`config.mk`:
```
export PLATFORM = sky130hd
export DESIGN_NAME = keypad_scanner
export DESIGN_NICKNAME = d
export VERILOG_FILES = /design/src/rtl/keypad_scanner.sv
export SDC_FILE = /design/constraint.sdc
export NUM_CORES = 1
export LEC_CHECK = 0
export BUFFER_PORTS_ARGS = -buffer_cell sky130_fd_sc_hd__buf_2
export CAP_MARGIN = 20
export CORE_ASPECT_RATIO = 0.75
export CORE_MARGIN = 5
export CORE_UTILIZATION = 35
export DETAILED_ROUTE_END_ITERATION = 10
export HOLD_SLACK_MARGIN = 0.1
export MAX_ROUTING_LAYER = met4
export PLACE_DENSITY = 0.48
export SLEW_MARGIN = 40
export SYNTH_ARGS = -nofsm -noshare
export SYNTH_HDL_FRONTEND = slang
export SYNTH_SLANG_ARGS = --single-unit
```
`constraint.sdc`:
```
create_clock -name clk -period 3.42 [get_ports clk]
set_clock_uncertainty 0.1 [all_clocks]
set_input_delay 0.171 -clock clk [delete_from_list [all_inputs] [get_ports clk]]
set_output_delay 0.171 -clock clk [all_outputs]
set_load 0.005 [all_outputs]
```
`src/rtl/keypad_scanner.sv`:
```
// 4x4 matrix keypad front end: column scan, row synchronizer, lowest-index key
// selection and multi-scan debounce producing a stable key code and press event.
module keypad_scanner #(
  parameter int SCAN_DIV     = 1000,
  parameter int DEBOUNCE_CNT = 4
) (
  input  logic       clk,
  input  logic       reset,
  input  logic [3:0] rows,
  output logic [3:0] cols,
  output logic [7:0] keypad,
  output logic       keyEvent
);

  localparam int DIV_W = (SCAN_DIV > 2) ? $clog2(SCAN_DIV) : 1;
  localparam int CNT_W = $clog2(DEBOUNCE_CNT + 1);
  localparam logic [DIV_W-1:0] DIV_LAST = DIV_W'(SCAN_DIV - 1);
  localparam logic [CNT_W-1:0] CNT_MAX  = CNT_W'(DEBOUNCE_CNT);
  // Bit 4 set marks "no key"; otherwise bits 3:0 are the key index.
  localparam logic [4:0] NONE = 5'h10;

  logic [3:0]       rowsSync1;
  logic [3:0]       rowsSync2;
  logic [3:0]       rs;
  logic [DIV_W-1:0] divCnt;
  logic [1:0]       colIdx;
  logic [11:0]      snapshot;
  logic [4:0]       candReg;
  logic [CNT_W-1:0] stableCnt;
  logic             sampleEdge;
  logic [4:0]       cand;
  logic [4:0]       keypadCode;
  logic [CNT_W-1:0] nextCnt;

  function automatic logic [4:0] lowestKey(input logic [15:0] closed);
    lowestKey = NONE;
    for (int i = 15; i >= 0; i--) begin
      if (closed[i]) lowestKey = {1'b0, 4'(i)};
    end
  endfunction

  assign rs         = ~rowsSync2;
  assign cols       = ~(4'b0001 << colIdx);
  assign sampleEdge = (divCnt == DIV_LAST);
  // Column 3 is taken straight from the synchronizer so the commit sees this scan.
  assign cand       = lowestKey({rs, snapshot});
  assign keypadCode = keypad[7] ? {1'b0, keypad[3:0]} : NONE;

  always_comb begin
    nextCnt = CNT_W'(1);
    if (cand == candReg) begin
      nextCnt = (stableCnt == CNT_MAX) ? stableCnt : stableCnt + 1'b1;
    end
  end

  always_ff @(posedge clk or negedge reset) begin
    if (!reset) begin
      rowsSync1 <= 4'b1111;
      rowsSync2 <= 4'b1111;
      divCnt    <= '0;
      colIdx    <= 2'd0;
      snapshot  <= '0;
      candReg   <= NONE;
      stableCnt <= CNT_MAX;
      keypad    <= 8'h00;
      keyEvent  <= 1'b0;
    end else begin
      rowsSync1 <= rows;
      rowsSync2 <= rowsSync1;
      keyEvent  <= 1'b0;
      divCnt    <= divCnt + 1'b1;
      if (sampleEdge) begin
        divCnt <= '0;
        colIdx <= colIdx + 2'd1;
        case (colIdx)
          2'd0: snapshot[3:0]  <= rs;
          2'd1: snapshot[7:4]  <= rs;
          2'd2: snapshot[11:8] <= rs;
          default: begin
            candReg   <= cand;
            stableCnt <= nextCnt;
            if (nextCnt == CNT_MAX && cand != keypadCode) begin
              keypad   <= cand[4] ? 8'h00 : {1'b1, 3'b000, cand[3:0]};
              keyEvent <= ~cand[4];
            end
          end
        endcase
      end
    end
  end

endmodule

```
==> results.md, run 1 <==
| Metric | This run |
|:---|:---|
| Number of flops mapped to enable cells by yosys | 0 |
| Worst vdd ir | 0.1487 mV |
| Clock tree from TritonCTS | yes |
| Area of combinational cells with multiple inputs | 1105 µm² |
| Run status | completed |
| H-tree depth | 2 |
| Worst r2r src | snapshot[7] |
| Fraction of the yosys area taken by sequential cells | 0.4957 |
| Ranking of synthesized cells by area | sky130_fd_sc_hd__dfrtp_1 (38%), sky130_fd_sc_hd__dfstp_2 (11%), sky130_fd_sc_hd__nand2_1 (4.5%), sky130_fd_sc_hd__o21ai_0 (4.1%), sky130_fd_sc_hd__ha_1 (3.7%) |
| Final-report hold violation count | 0 |
| Half-perimeter wire length after detailed placement | 3281 µm |
| Maximum number of buffers from clock root to sink | 2 |
| Post-DR vias/cell | 5.102 |
| Boundary pin count | 19 |
| Total number of vias | 1694 |
| Worst Hold Class | reg2reg |
| Antenna violation net count after detailed routing | 0 |
| Number of buffers created by CTS | 5 |
| Switching power as a share of total power | 0.2202 |
| Number of I/O port buffers | 15 |
| Number of design rule violations left after detail routing | 0 |
| Fraction of layout instances using a drive strength above 1 | 0.1992 |
| Max-cap viol count | 0 |
| Post-layout minimum cycle time | 2.910 ns |
| Clock root buffer | sky130_fd_sc_hd__clkbuf_8 |
| X dimension of the die | 104.6 µm |
| Period utilization | 0.8509 |
| Global route overflow | 0 |
| Synthesis-to-finish area growth | 13.01% |
| Leakage | 1.158 nW |
| Final weighted congestion in routability-driven placement | 0.7404 |
| Die Outline Area | 8461 µm² |
| Hold Crit Start | rowsSync1[0] |
| Worst hold slack | 0.2525 ns |
| Switching Power | 205.6 µW |
| Type of element launching the critical path | register |
| Gate count of the mapped netlist | 225 |
| Warning count from the yosys run | 0 |
| Clk slew on worst S/H paths | 0.08 ns |
| Number of optimization iterations in the first detailed-route pass | 4 |
| P_int | 728.4 µW |
| Library cell with the largest summed area after synthesis | sky130_fd_sc_hd__dfrtp_1 |
| Part of the total power dissipated in the clock network | 0.365 |
| Global-route total usage across every layer | 0.1252 |
| Inserted Diodes | 0 |
| Setup repair after global routing missed its margin | false |
| Vias in the first global route | 1657 |
| Antenna violations before repair | 0 |
| Share of Yosys cell area claimed by the top area cell type | 0.3838 |
| Area of the core region | 6412 µm² |
| Actual slew at the worst max-slew pin | 0.6761 ns |
| Final Slew Violations | 0 |
| Part of the power in combinational logic | 0.037 |
| Async set-reset flop share out of synthesis | 1.000 |
| Worst slew margin relative to its limit | 0.5481 |
| Element type at the critical path end | register |
| Largest net degree at the start of global routing | 47 |
| Required arrival time at the worst endpoint | 3.50 ns |
| Power density over the cells | 352.1 nW/µm² |
| First-pass GRT wire length | 8369 µm |
| Setup TNS | 0 ns |
| Max Fclk | 0.3436 GHz |
| Number of placement rows | 25 |
| Post-synth design cell area | 2347 µm² |
| Average detailed-routed wire length per instance | 13.99 µm |
| CP max FO | 6 |
| Fraction of power consumed by sequential logic | 0.597 |
| Clock insertion delay at the later pin of the skew report | 0.29 ns |
| Wirelength, routed | 4646 µm |
| Iter 0 DRT Violations | 60 |
| Number of fill cells in the layout | 628 |
| Number of distinct library cells after synthesis | 49 |
| Effective utilization at floorplan | 0.3660 |
| Mapped Avg Cell Area | 10.43 µm² |
| Height of the die | 80.92 µm |
| CP Launch Point | snapshot[7] |
| Register bit total from synthesis | 46 |
| Start-to-end type of the worst setup path | reg2reg |
| Cells resized by post-CTS repair | 0 |
| Area taken by flip-flops and latches | 1164 µm² |
| Number of nets in the finished design | 263 |
| Most used flip-flop cell after synthesis | sky130_fd_sc_hd__dfrtp_1 |
| Number of endpoints failing setup at the final stage | 0 |
| Worst EP arrival | 2.99 ns |
| Clock sink count | 46 |
[kinds of logic after synthesis]
group           Yosys count  synth area share
compound gates           47            0.1503
xor+xnor                 10           0.03731
fa+ha+maj                 7           0.03731
buf+inv                  20           0.03678
flops                    46            0.4957
mux                       9           0.04851
other cells               1          0.001598
simple gates             85            0.1924
[cell usage after synthesis (all sizes together) (4+ instances only)]
cell type,count
dfrtp,36
nand2,28
o21ai,20
nor2,19
inv,15
dfstp,10
a21oi,8
ha,7
mux2,7
nand3,6
nor3,5
xnor2,5
xor2,5
nor4,4
nor4b,4
or4,4
[worst max-delay path: stages, from the launching register on]
cell and delay (ns):
sky130_fd_sc_hd__dfrtp_1 0.44, sky130_fd_sc_hd__nor4_2 0.47, sky130_fd_sc_hd__nand4_1 0.33, sky130_fd_sc_hd__a211oi_1 0.31, sky130_fd_sc_hd__a21oi_1 0.11, sky130_fd_sc_hd__a2111oi_4 0.50, sky130_fd_sc_hd__o211ai_4 0.20, sky130_fd_sc_hd__mux2_4 0.33
[cells in the final DEF (no fill, tap or decap), drive strengths merged, types with 3 or more instances in the layout]
cell	n
nor3	5
o21ai	20
mux2	7
dfrtp	36
ha	7
a31oi	3
dlygate4sd3	5
nand2	28
conb	3
xor2	5
buf	16
inv	15
a21oi	8
nor4	4
nand3	6
dfstp	10
clkbuf	7
nand4	3
nand3b	3
nor4b	4
xnor2	5
a2111oi	3
nor2	19
or4	4
or3	3
[power groups by stage]
stage | registers, mW | clock network, mW | logic, mW
2_1_floorplan | 0.566 | 0 | 0.0164
3_3_place_gp | 0.568 | 0 | 0.0312
3_5_place_dp | 0.568 | 0 | 0.0316
4_1_cts | 0.558 | 0.360 | 0.0361
5_1_grt | 0.559 | 0.381 | 0.0404
6_report | 0.558 | 0.341 | 0.0349
[timing repair]
item                                    in CTS  in global routing
endpoints found under the hold margin       40                  0
buffers inserted                             0                  0
endpoints found under the setup margin       0                  0
hold buffers                                 5                  0
[cell type report]
class | count | share of cell area
clock buffers | 7 | 0.03255
flip-flops and latches | 46 | 0.4387
inverters | 15 | 0.02123
well taps | 81 | 0.03821
repair buffers | 21 | 0.05094
clock inverters | 1 | 0.001887
multi-input cells | 161 | 0.4165
[stage by stage]
| stage | utilization | power, mW | area (µm²) | instances | setup slack, ns |
|---|---|---|---|---|---|
| finish | 0.4137 | 0.9340 | 2653 | 332 | 0.5099 |
| global route | 0.4137 | 0.9805 | 2653 | 332 | 0.2828 |
| CTS | 0.4137 | 0.9542 | 2653 | 332 | 0.4996 |
| detailed placement | 0.3916 | 0.5998 | 2511 | 319 | 0.5077 |
| global placement | 0.3912 | 0.5995 | 2509 | 319 | 0.5166 |
| floorplan | - | 0.5823 | 2355 | 227 | 0.7129 |
[sequential cells by signal, indices dropped and copies added (netlist names)]
signal and flops:
keypad 5, keyEvent 1, snapshot 12, candReg 5
stableCnt 3, rowsSync1 4, rowsSync2 4, colIdx 2
divCnt 10
[worst paths after layout]
path	to	slack, ns	cells after the start
setup / recovery	keypad[7]	0.51	7
hold / removal	rowsSync2[0]	0.25	0
setup reg to reg	keypad[7]	0.51	7
hold reg to reg	rowsSync2[0]	0.25	0
max in group asynchronous	snapshot[10]	2.50	2
min in group asynchronous	snapshot[3]	0.32	2
[routing by layer]
layer	vias to the layer above	routed length, µm	part of all wire	global-route usage
li1	849	-	-	-
met1	810	2576	0.55	0.1877
met2	33	1805	0.39	0.1707
met3	2	238	0.051	0.02780
met4	0	25	0.0054	0.02717
met5	-	0	0	-
No activity file was read; power rests on OpenSTA's default activity.
==> inputs of run 2 (changes only) <==
- clock period: 3.42 -> 2.99 ns (I/O delays scaled with it)
==> results.md, run 2 (synthesized netlist as in run 1, its figures left out) <==
| Metric | This run | Change |
|:---|:---|:---|
| Number of endpoints failing setup at the final stage | 0 | unchanged |
| Vias in the first global route | 1566 | -5.5% |
| CP max FO | 5 | -1 |
| Final Slew Violations | 0 | unchanged |
| Run status | completed |  |
| Number of design rule violations left after detail routing | 0 | unchanged |
| Iter 0 DRT Violations | 104 | +73% |
| Element type at the critical path end | register |  |
| Inserted Diodes | 0 | unchanged |
| Actual slew at the worst max-slew pin | 0.5704 ns | -0.1058 ns |
| Cells resized by post-CTS repair | 0 | unchanged |
| Worst EP arrival | 2.90 ns | -0.09 ns |
| Clock sink count | 46 | unchanged |
| Post-layout instance count excluding filler cells | 339 | +2.1% |
| Global-route total usage across every layer | 0.1166 | -0.008650 |
| Largest registers in the final layout | snapshot x12, divCnt x10 |  |
| Worst Hold Class | reg2reg |  |
| Final weighted congestion in routability-driven placement | 0.7819 | +5.6% |
| Number of nets in the finished design | 270 | +2.7% |
| Post-DR vias/cell | 4.953 | -2.9% |
| Global route overflow | 0 | unchanged |
| # hold bufs at CTS | 5 | unchanged |
| Number of fill cells in the layout | 624 | -0.64% |
| Wirelength, routed | 4632 µm | -0.30% |
| Clock insertion delay at the later pin of the skew report | 0.29 ns | about the same |
| Most common cell after layout, fill and taps aside | sky130_fd_sc_hd__dfrtp_1 |  |
| First-pass GRT wire length | 7797 µm | -6.8% |
| Number of optimization iterations in the first detailed-route pass | 4 | unchanged |
| Post-route design area | 2705 µm² | +2.0% |
| Number of I/O port buffers | 15 | unchanged |
| X dimension of the die | 104.6 µm | unchanged |
| Total placed instance area | 2564 µm² | +2.1% |
| Type of element launching the critical path | register |  |
| Clk slew on worst S/H paths | 0.08 ns | about the same |
| Maximum number of buffers from clock root to sink | 2 | unchanged |
| Max Fclk | 0.3544 GHz | +3.1% |
| Required arrival time at the worst endpoint | 3.07 ns | -0.43 ns |
| Fraction of layout instances using a drive strength above 1 | 0.2209 | +0.02173 |
| Worst vdd ir | 0.1814 mV | +22% |
| Synthesis-to-finish area growth | 15.25% |  |
| Leakage | 1.194 nW | +3.1% |
| Height of the die | 80.92 µm | unchanged |
| Clock tree from TritonCTS | yes |  |
| Average detailed-routed wire length per instance | 13.66 µm | -2.4% |
| Number of flip-flops under the largest register name | 12 | unchanged |
| Antenna violation net count after detailed routing | 0 | unchanged |
| Post-layout minimum cycle time | 2.822 ns | -0.08836 ns |
| Start-to-end type of the worst setup path | reg2reg |  |
| Reg with most FFs | snapshot |  |
| Boundary pin count | 19 | unchanged |
| Max-cap viol count | 0 | unchanged |
| Largest net degree at the start of global routing | 45 | -4.3% |
| Power density over the cells | 394.9 nW/µm² | +12% |
| Area of the core region | 6412 µm² | unchanged |
| Post-Place Worst Slack | 0.1806 ns | -0.3271 ns |
| Total instance count after detailed placement | 326 | +2.2% |
| Final-report hold violation count | 0 | unchanged |
| Total Power | 1.068 mW | +14% |
| Post-CTS Setup Inserts | 0 | unchanged |
| Antenna violations before repair | 0 | unchanged |
| Clock root buffer | sky130_fd_sc_hd__clkbuf_8 |  |
| Period utilization | 0.9437 | +0.09282 |
| Total number of vias | 1679 | -0.89% |
| Setup repair after global routing missed its margin | false |  |
| Number of buffers created by CTS | 5 | unchanged |
| Half-perimeter wire length after detailed placement | 3359 µm | +2.4% |
| Worst path setup slack after routing | 0.1682 ns | -0.3416 ns |
| Effective utilization at floorplan | 0.3660 | unchanged |
| Setup TNS | 0 ns | unchanged |
| Commonest cells after routing, fill and taps aside | sky130_fd_sc_hd__dfrtp_1 (36), sky130_fd_sc_hd__nand2_1 (28), sky130_fd_sc_hd__nor2_1 (19), sky130_fd_sc_hd__o21ai_0 (19) |  |
| Worst slew margin relative to its limit | 0.6198 | +0.07167 |
| Die Outline Area | 8461 µm² | unchanged |
| H-tree depth | 2 | unchanged |
| Number of placement rows | 25 | unchanged |
==> run 2: final cells by class <==
type                    count  area (µm²)  area share
clock buffers               7       86.33     0.03191
clock inverters             1       5.005    0.001850
inverters                  15       56.30     0.02081
multi-input cells         161        1105      0.4084
flip-flops and latches     46        1164      0.4302
well taps                  81       101.3     0.03747
repair buffers             28       187.7     0.06938
==> run 2: routing by layer <==
metal | vias up | part of all wire | track usage
met3 | 2 | 0.047 | 0.03098
met1 | 793 | 0.56 | 0.1731
met2 | 27 | 0.39 | 0.1580
li1 | 857 | - | -
met5 | - | 0 | -
met4 | 0 | 0.0050 | 0.02329
==> run 2: path summary, 6_finish.rpt <==
kind,from,to,slack [ns],cells after the start
max,snapshot[9],keypad[2],0.17,7
min,rowsSync1[2],rowsSync2[2],0.26,0
max reg2reg,snapshot[9],keypad[2],0.17,7
min reg2reg,rowsSync1[2],rowsSync2[2],0.26,0
max in group asynchronous,reset,rowsSync1[3],1.93,3
min in group asynchronous,reset,snapshot[1],0.29,2
==> run 2: critical path: stages, from the launching register on <==
cell and delay (ns):
sky130_fd_sc_hd__dfrtp_1 0.44, sky130_fd_sc_hd__or4_4 0.54, sky130_fd_sc_hd__o211a_1 0.26, sky130_fd_sc_hd__a2111oi_4 0.36, sky130_fd_sc_hd__nand3_2 0.13, sky130_fd_sc_hd__a2111oi_4 0.33, sky130_fd_sc_hd__o211ai_4 0.20, sky130_fd_sc_hd__mux2_4 0.34
==> run 2: stage by stage <==
| step | hold WS [ns] | util |
|---|---|---|
| final | 0.2584 | 0.4219 |
| after global routing | 0.2580 | 0.4219 |
| after CTS | 0.2549 | 0.4219 |
| after detailed placement | 0.08801 | 0.3998 |
| after global placement | 0.1539 | 0.3994 |
| after floorplan | -0.2461 | - |
==> run 2: report_power, final <==
part | total [mW] | internal, mW | switching [mW]
clock network | 0.387 | 0.187 | 0.200
logic | 0.0427 | 0.0169 | 0.0258
registers | 0.638 | 0.632 | 0.00642
total | 1.07 | 0.836 | 0.233
==> inputs of run 3 (changes only) <==
- CELL_PAD_IN_SITES_DETAIL_PLACEMENT: default -> 1
- CELL_PAD_IN_SITES_GLOBAL_PLACEMENT: default -> 2
- CTS_CLUSTER_SIZE: default -> 10
- PLACE_DENSITY: 0.48 -> 0.69
==> results.md, run 3 (synthesized netlist as in run 1, its figures left out) <==
| Metric | This run | Change |
|:---|:---|:---|
| Worst r2r src | snapshot[9] |  |
| CP Launch Point | snapshot[9] |  |
| Clock root buffer | sky130_fd_sc_hd__clkbuf_8 |  |
| Most common cell after layout, fill and taps aside | sky130_fd_sc_hd__dfrtp_1 |  |
| Run status | completed |  |
| Global route overflow | 0 | unchanged |
| Number of nets in the finished design | 270 | unchanged |
| Final-report hold violation count | 0 | unchanged |
| Type of element launching the critical path | register |  |
| Setup TNS | 0 ns | unchanged |
| Start-to-end type of the worst setup path | reg2reg |  |
| H-tree depth | 2 | unchanged |
| Critical R2R Capture | keypad[2] |  |
| First-pass GRT wire length | 9480 µm | +22% |
| Clock tree from TritonCTS | yes |  |
| Die Outline Area | 8461 µm² | unchanged |
| Area of the core region | 6412 µm² | unchanged |
| Final Slew Violations | 0 | unchanged |
| Setup repair after global routing missed its margin | false |  |
| Average detailed-routed wire length per instance | 15.68 µm | +15% |
| Worst EP arrival | 2.94 ns | +0.04 ns |
| R2R Setup Slk | 0.15 ns | -0.02 ns |
| Height of the die | 80.92 µm | unchanged |
| Number of placement rows | 25 | unchanged |
| Max Fclk | 0.3516 GHz | -0.80% |
| Global-route total usage across every layer | 0.1437 | +0.02712 |
| Number of I/O port buffers | 15 | unchanged |
| Synthesis-to-finish area growth | 16.31% |  |
| Number of endpoints failing setup at the final stage | 0 | unchanged |
| Clock insertion delay at the later pin of the skew report | 0.31 ns | +0.02 ns |
| Leakage | 1.202 nW | +0.69% |
| Commonest cells after routing, fill and taps aside | sky130_fd_sc_hd__dfrtp_1 (36), sky130_fd_sc_hd__nand2_1 (28), sky130_fd_sc_hd__nor2_1 (19), sky130_fd_sc_hd__o21ai_0 (19), sky130_fd_sc_hd__buf_2 (15) |  |
| Iter 0 DRT Violations | 35 | -66% |
| Actual slew at the worst max-slew pin | 0.6270 ns | +0.05666 ns |
| Half-perimeter wire length after detailed placement | 3897 µm | +16% |
| Number of design rule violations left after detail routing | 0 | unchanged |
| X dimension of the die | 104.6 µm | unchanged |
| Reg with most FFs | snapshot |  |
| CP max FO | 5 | unchanged |
| Clk slew on worst S/H paths | 0.09 ns | about the same |
| Post-DR vias/cell | 5.080 | +2.6% |
| Antenna violation net count after detailed routing | 0 | unchanged |
| Total number of vias | 1722 | +2.6% |
| Inserted Diodes | 0 | unchanged |
| Number of flip-flops under the largest register name | 12 | unchanged |
| Effective utilization at floorplan | 0.3660 | unchanged |
| Worst vdd ir | 0.1769 mV | -2.5% |
| Number of optimization iterations in the first detailed-route pass | 4 | unchanged |
| Worst slew margin relative to its limit | 0.5820 | -0.03778 |
| Largest registers in the final layout | snapshot x12, divCnt x10 |  |
| Worst Hold Class | reg2reg |  |
| Worst hold stages | 0 | unchanged |
| Fraction of layout instances using a drive strength above 1 | 0.2209 | unchanged |
| Power density over the cells | 424.8 nW/µm² | +7.6% |
| Hold Crit Start | rowsSync1[1] |  |
| Max-cap viol count | 0 | unchanged |
| Period utilization | 0.9513 | +0.007597 |
| Clock sink count | 46 | unchanged |
| Boundary pin count | 19 | unchanged |
| Total Power | 1.160 mW | +8.6% |
| Element type at the critical path end | register |  |
| Number of buffers created by CTS | 5 | unchanged |
| Largest net degree at the start of global routing | 28 | -38% |
| Maximum number of buffers from clock root to sink | 2 | unchanged |
| Cell count of the worst reg-to-reg path | 7 | unchanged |
| Required arrival time at the worst endpoint | 3.08 ns | about the same |
| Antenna violations before repair | 0 | unchanged |
| Final weighted congestion in routability-driven placement | 0.7480 | -4.3% |
| Number of fill cells in the layout | 702 | +13% |
| Wirelength, routed | 5315 µm | +15% |
| Vias in the first global route | 1858 | +19% |
| Post-layout minimum cycle time | 2.844 ns | +0.02272 ns |
| Hold endpoint | rowsSync2[1] |  |
run 3: cell count changes in the layout (fill, tap and decap cells not counted), sizes merged:
cell / change
bufinv: +1
clkbuf: -1
clkinvlp: +1
clkinv: -1
run 3: what timing repair did:
action                                  4_1_cts  5_1_grt
endpoints found under the hold margin        29        0
gates resized for setup                       0        1
endpoints found under the setup margin        0        4
setup buffers                                 0        0
hold buffers                                  5        0
run 3: area by class of cell:
cell class | count | area, µm² | share of cell area
clock buffer | 6 | 72.57 | 0.02658
clock inverter | 2 | 37.54 | 0.01375
inverter | 15 | 56.30 | 0.02062
multi-input combinational | 161 | 1114 | 0.4079
sequential | 46 | 1164 | 0.4262
tap | 81 | 101.3 | 0.03712
timing repair buffer | 28 | 185.2 | 0.06783
run 3: worst max-delay path: stages, from the launching register on:
cell and delay (ns):
sky130_fd_sc_hd__dfrtp_1 0.45, sky130_fd_sc_hd__or4_4 0.56, sky130_fd_sc_hd__o211a_1 0.26, sky130_fd_sc_hd__a2111oi_4 0.39, sky130_fd_sc_hd__nand3_2 0.15, sky130_fd_sc_hd__a2111oi_4 0.31
sky130_fd_sc_hd__o211ai_4 0.19, sky130_fd_sc_hd__mux2_4 0.33
run 3: worst max-delay path by stage:
| stage | slack [ns] | depth (start not counted) | end |
|---|---|---|---|
| 5_1_grt | 0.01 | 8 | keypad[0] |
| 3_3_place_gp | 0.19 | 7 | keypad[1] |
| 3_5_place_dp | 0.15 | 7 | keypad[2] |
| 2_1_floorplan | 0.28 | 7 | keypad[7] |
| 6_report | 0.15 | 7 | keypad[2] |
| 4_1_cts | 0.13 | 7 | keypad[2] |
run 3: metal layers:
metal  track usage  vias up  part of all wire
met1        0.1957      835              0.54
met5             -        -                 0
met3       0.03018        8             0.035
met4       0.03881        0             0.012
li1              -      858                 -
met2        0.2187       21              0.42
run 3: metrics by stage:
step                cell area (µm²)  instances  worst slack [ns]  hold slack, ns  utilization
finish                         2730        339            0.1455          0.2592       0.4258
floorplan                      2355        227            0.2829         -0.2461            -
global route                   2730        339           0.01472          0.2637       0.4258
CTS                            2721        339            0.1334          0.2609       0.4244
global placement               2561        326            0.1932          0.1054       0.3994
detailed placement             2561        326            0.1492          0.1171       0.3994
run 3: report_power, final:
part | switching (mW) | total (mW) | internal, mW
logic | 0.0258 | 0.0423 | 0.0165
clock network | 0.228 | 0.478 | 0.250
registers | 0.00774 | 0.640 | 0.632
